[config.mk]
export PLATFORM = sky130hd
export DESIGN_NAME = rr_port_merge
export DESIGN_NICKNAME = d
export VERILOG_FILES = /design/src/rtl/rr_port_merge.sv
export SDC_FILE = /design/constraint.sdc
export NUM_CORES = 1
export LEC_CHECK = 0
export BUFFER_PORTS_ARGS = -buffer_cell sky130_fd_sc_hd__buf_2
export CAP_MARGIN = 20
export CORE_UTILIZATION = 38
export CTS_CLUSTER_DIAMETER = 50
export DETAILED_ROUTE_END_ITERATION = 10
export GPL_TIMING_DRIVEN = 0
export PLACE_DENSITY = 0.55
export SLEW_MARGIN = 20
export SYNTH_ARGS = -nofsm -noshare
export SYNTH_HDL_FRONTEND = slang
export SYNTH_SLANG_ARGS = --single-unit
[constraint.sdc]
create_clock -name clk -period 4.1 [get_ports clk]
set_input_delay 1.025 -clock clk [delete_from_list [all_inputs] [get_ports clk]]
set_output_delay 1.025 -clock clk [all_outputs]
set_load 0.01 [all_outputs]
[src/rtl/rr_port_merge.sv]
// Round-robin merge of NUM_CH valid/ready channels into one stream through a
// DEPTH-entry FIFO; each output beat is tagged with its source channel index.
module rr_port_merge #(
  parameter int NUM_CH = 4,
  parameter int DATA_W = 8,
  parameter int DEPTH  = 4,
  localparam int CH_W  = $clog2(NUM_CH),
  localparam int CNT_W = $clog2(DEPTH + 1)
) (
  input  logic                     clk,
  input  logic                     rst,
  input  logic [NUM_CH-1:0]        in_valid,
  input  logic [NUM_CH*DATA_W-1:0] in_data,
  output logic [NUM_CH-1:0]        in_ready,
  output logic                     out_valid,
  output logic [DATA_W-1:0]        out_data,
  output logic [CH_W-1:0]          out_ch,
  input  logic                     out_ready,
  output logic [CNT_W-1:0]         count
);

  localparam int AW = $clog2(DEPTH);
  localparam logic [CH_W:0]   LP_NCH  = (CH_W + 1)'(NUM_CH);
  localparam logic [CH_W-1:0] LP_LAST = CH_W'(NUM_CH - 1);

  logic [CH_W-1:0]   r_ptr;
  logic [AW-1:0]     r_wr;
  logic [AW-1:0]     r_rd;
  logic [CNT_W-1:0]  r_count;
  logic [DATA_W-1:0] r_mem_data [DEPTH];
  logic [CH_W-1:0]   r_mem_ch   [DEPTH];

  logic              w_full;
  logic              w_empty;
  logic              w_found;
  logic              w_push;
  logic              w_pop;
  logic [CH_W-1:0]   w_gidx;
  logic [CH_W-1:0]   w_ptr_nxt;
  logic [CH_W:0]     w_sum;
  logic [NUM_CH-1:0] w_grant;

  // Handshake: a beat moves when valid and ready are both high on a rising edge.
  // in_ready depends only on the grant and fullness, never on out_ready.
  always_comb begin
    w_found = 1'b0;
    w_gidx  = '0;
    w_sum   = '0;
    for (int k = 0; k < NUM_CH; k++) begin
      w_sum = {1'b0, r_ptr} + (CH_W + 1)'(k);
      if (w_sum >= LP_NCH) w_sum = w_sum - LP_NCH;
      if (!w_found && in_valid[w_sum[CH_W-1:0]]) begin
        w_found = 1'b1;
        w_gidx  = w_sum[CH_W-1:0];
      end
    end
  end

  always_comb begin
    w_grant = '0;
    if (w_found) w_grant[w_gidx] = 1'b1;
  end

  assign w_full    = (r_count == CNT_W'(DEPTH));
  assign w_empty   = (r_count == '0);
  assign in_ready  = (rst || w_full) ? '0 : w_grant;
  assign w_push    = w_found & ~w_full & ~rst;
  assign w_pop     = ~w_empty & out_ready;
  assign w_ptr_nxt = (w_gidx == LP_LAST) ? '0 : w_gidx + CH_W'(1);

  always_ff @(posedge clk or posedge rst) begin
    if (rst) begin
      r_ptr   <= '0;
      r_wr    <= '0;
      r_rd    <= '0;
      r_count <= '0;
      for (int i = 0; i < DEPTH; i++) begin
        r_mem_data[i] <= '0;
        r_mem_ch[i]   <= '0;
      end
    end else begin
      if (w_push) begin
        r_mem_data[r_wr] <= in_data[w_gidx*DATA_W +: DATA_W];
        r_mem_ch[r_wr]   <= w_gidx;
        r_wr             <= r_wr + AW'(1);
        r_ptr            <= w_ptr_nxt;
      end
      if (w_pop) r_rd <= r_rd + AW'(1);
      case ({w_push, w_pop})
        2'b10:   r_count <= r_count + CNT_W'(1);
        2'b01:   r_count <= r_count - CNT_W'(1);
        default: r_count <= r_count;
      endcase
    end
  end

  // No bypass: the head is always read from storage, so a push shows one cycle later.
  assign out_valid = ~w_empty;
  assign out_data  = r_mem_data[r_rd];
  assign out_ch    = r_mem_ch[r_rd];
  assign count     = r_count;

endmodule

==> flow_summary.ini <==
[clock_tree]
clock-root-buffer = clkbuf_8
cts_max_level = 2
cts_sinks = 49
clock_latency_ns = 0.31
cts_buffer_depth = 2
path_clk_slew_ns = 0.08
cts_tree = done
cts-buffers-inserted = 5

[yosys]
synthFlopType = dfrtp_1
syn_avg_cell_area_um2 = 9.53
synth_seq_cells = 49
yosysTopAreaCellShare = 0.411
syn_area_mm2 = 0.00298
synth_seq_area_share = 0.411
synth_area_leaders = dfrtp_1 (41%), o21ai_1 (9.7%), mux4_2 (7.6%), nand3_1 (5.4%), nand2_1 (5.0%)
yosys_warnings = 0
synth.distinct_cells = 36
synth_fp_nets = 362
synth-async-reset-ratio = 1.00
syn-instance-count = 313
synth_top_cell_by_area = dfrtp_1
synth-edff-count = 0

[timing]
slew_viol_final = 0
slew_headroom = 0.336
setup_tns_ns = 0
fmax_ghz = 0.264
worst_pin_slew_ns = 0.992
final-setup-viol-count = 0
setup_ws_ns = 0.306
fin_crit_sh = 0.925
hold_viol_final = 0
whs_ns = 0.479
grt_setup_unrepaired = no
clock_skew_ns = 0.00787
fin_crit_ns = 3.79

[final_layout]
diodes = 0
fin_nets = 425
layout-drive-gt1-share = 0.252
postLayoutCellArea_mm2 = 0.00347
fin_cells = 476
nFillCells = 731
area_growth_pct = 16.4

[power]
powerDensity_mw_per_mm2 = 673
cellLeakagePower_nw = 1.67
ir_drop_mv = 0.269

[route]
post_drt_wl_per_cell_um = 18.0
viasPerCell = 5.54
ant_nets = 0
firstDrtPassIters = 4
drc = 0
num_vias = 2635
totalWireLength_um = 8560
drtIter0Drc = 131

[placement]
place_inst = 468
io_buffer_count = 56
place_hpwl_um = 5870
place_area_mm2 = 0.00339
place_congestion = 0.887
dp_slack_ns = 0.128

[floorplanning]
pin_count = 57
core_area_mm2 = 0.00741
die_h_um = 90.6
start_util = 0.403
die_area_mm2 = 0.00821
die_w_um = 90.6
placementRows = 31

[setup_path]
cpPeakStageDelay_ns = 0.53
critPathLaunchType = input pin
critPathMaxFanout = 5
cp_data_required_time_ns = 3.07
crit_family = simple AND/OR/NAND/NOR gates
path_cells = buf_2, nor2b_1, o21a_1, nor3_1, inv_1, ha_1, and2_1, buf_2
cp_slowest_cell = nor3_1
cp_num_buf_inv = 3
cpMostUsedCell = buf_2
cp-end-kind = primary output
arrival_ns = 2.77
critPathKind = input pin to primary output

[global_routing]
grt_pass1_wl_um = 13400
antenna_found_initial = 0
grt_start_max_net_pins = 55
grtUsageTotal = 0.214
grt_overflow = 0
grt_pass1_vias = 2564

[min_path]
hold_path.class = flop to flop

[run]
cap_viol_max_count = 0

[run_status]
status = completed
[Yosys cell counts (3+ instances only)]
| cell | count |
|---|---|
| o21ai_1 | 58 |
| dfrtp_1 | 49 |
| nand2_1 | 40 |
| nand3_1 | 32 |
| and3_1 | 17 |
| a21boi_1 | 16 |
| o21ai_0 | 12 |
| mux4_2 | 10 |
| ha_1 | 9 |
| buf_2 | 8 |
| inv_1 | 7 |
| and2_1 | 5 |
| a21o_1 | 4 |
| a31oi_1 | 4 |
| clkbuf_1 | 4 |
| nand4_2 | 4 |
| nor2b_1 | 4 |
| nor4_4 | 4 |
| nor2_1 | 3 |
| xnor2_1 | 3 |
| xor2_1 | 3 |
[layer usage]
metal  vias up  part of all wire  track usage
met5         -                 0            0
met4         0             0.013       0.0632
met3        12             0.073       0.0320
met2        95              0.46        0.340
met1      1259              0.46        0.301
li1       1269                 -            -
[state kept, by name (all words and copies together), names as in the netlist]
signal      cells
count           3
r_mem_ch        8
r_mem_data     32
r_ptr           2
r_rd            2
r_wr            2
[repair_timing]
action,CTS,global route
gates resized for setup,0,2
endpoints found under the setup margin,0,3
buffers inserted,0,0
hold buffers,0,0
[metrics by stage]
step | power [mW] | utilization
after CTS | 2.35 | 0.468
after global routing | 2.53 | 0.469
final | 2.34 | 0.469
after floorplan | 1.68 | -
after global placement | 2.05 | 0.457
after detailed placement | 2.06 | 0.458
[area by class of cell]
type | count | area, µm² | share of cell area
multi-input cells | 242 | 1660 | 0.478
well taps | 99 | 124 | 0.0357
clock buffers | 8 | 80.1 | 0.0231
plain buffers | 13 | 63.8 | 0.0184
repair buffers | 56 | 280 | 0.0807
inverters | 9 | 36.3 | 0.0105
flip-flops and latches | 49 | 1230 | 0.353
[logic make-up (layout without fill, tap and decap cells)]
kind of cell / count (synthesis) / after routing / share of synthesized area
mux: 12 / 12 / 0.0826
simple gates: 114 / 114 / 0.220
compound gates: 100 / 100 / 0.192
fa+ha+maj: 10 / 10 / 0.0445
flops: 49 / 49 / 0.411
buf+inv: 22 / 86 / 0.0323
xor+xnor: 6 / 6 / 0.0176
[report_power, final]
| part | internal, mW | total (mW) | leakage (nW) | switching (mW) |
|---|---|---|---|---|
| Combinational | 0.519 | 1.22 | 1.01 | 0.698 |
| Clock | 0.122 | 0.281 | 0.0395 | 0.159 |
| Sequential | 0.704 | 0.839 | 0.612 | 0.135 |
| Total | 1.34 | 2.34 | 1.67 | 0.992 |
[cells in the final DEF (no fill, tap or decap), drive strengths merged, types with 2 or more instances in the layout]
master   n
a31oi    4
nand4    4
and2     5
nand2   40
xor2     3
a21o     4
buf     65
nor4     4
nor2b    4
inv      9
nor2     3
o21ai   70
mux4    10
and3    17
dfrtp   49
nand3   32
xnor2    3
a21boi  16
clkbuf  12
ha       9
o21bai   2
[final timing paths]
path	depth (start not counted)	slack (ns)	to	from
max in group asynchronous	2	2.83	r_mem_data[12]	rst
min in group asynchronous	2	0.81	r_ptr[0]	rst
setup reg to reg	10	1.53	count[2]	count[0]
hold / removal	1	0.48	r_mem_ch[2]	r_mem_ch[2]
hold reg to reg	1	0.48	r_mem_ch[2]	r_mem_ch[2]
setup / recovery	8	0.31	in_ready[0]	in_valid[2]
Power figures use the tool's default switching activity.
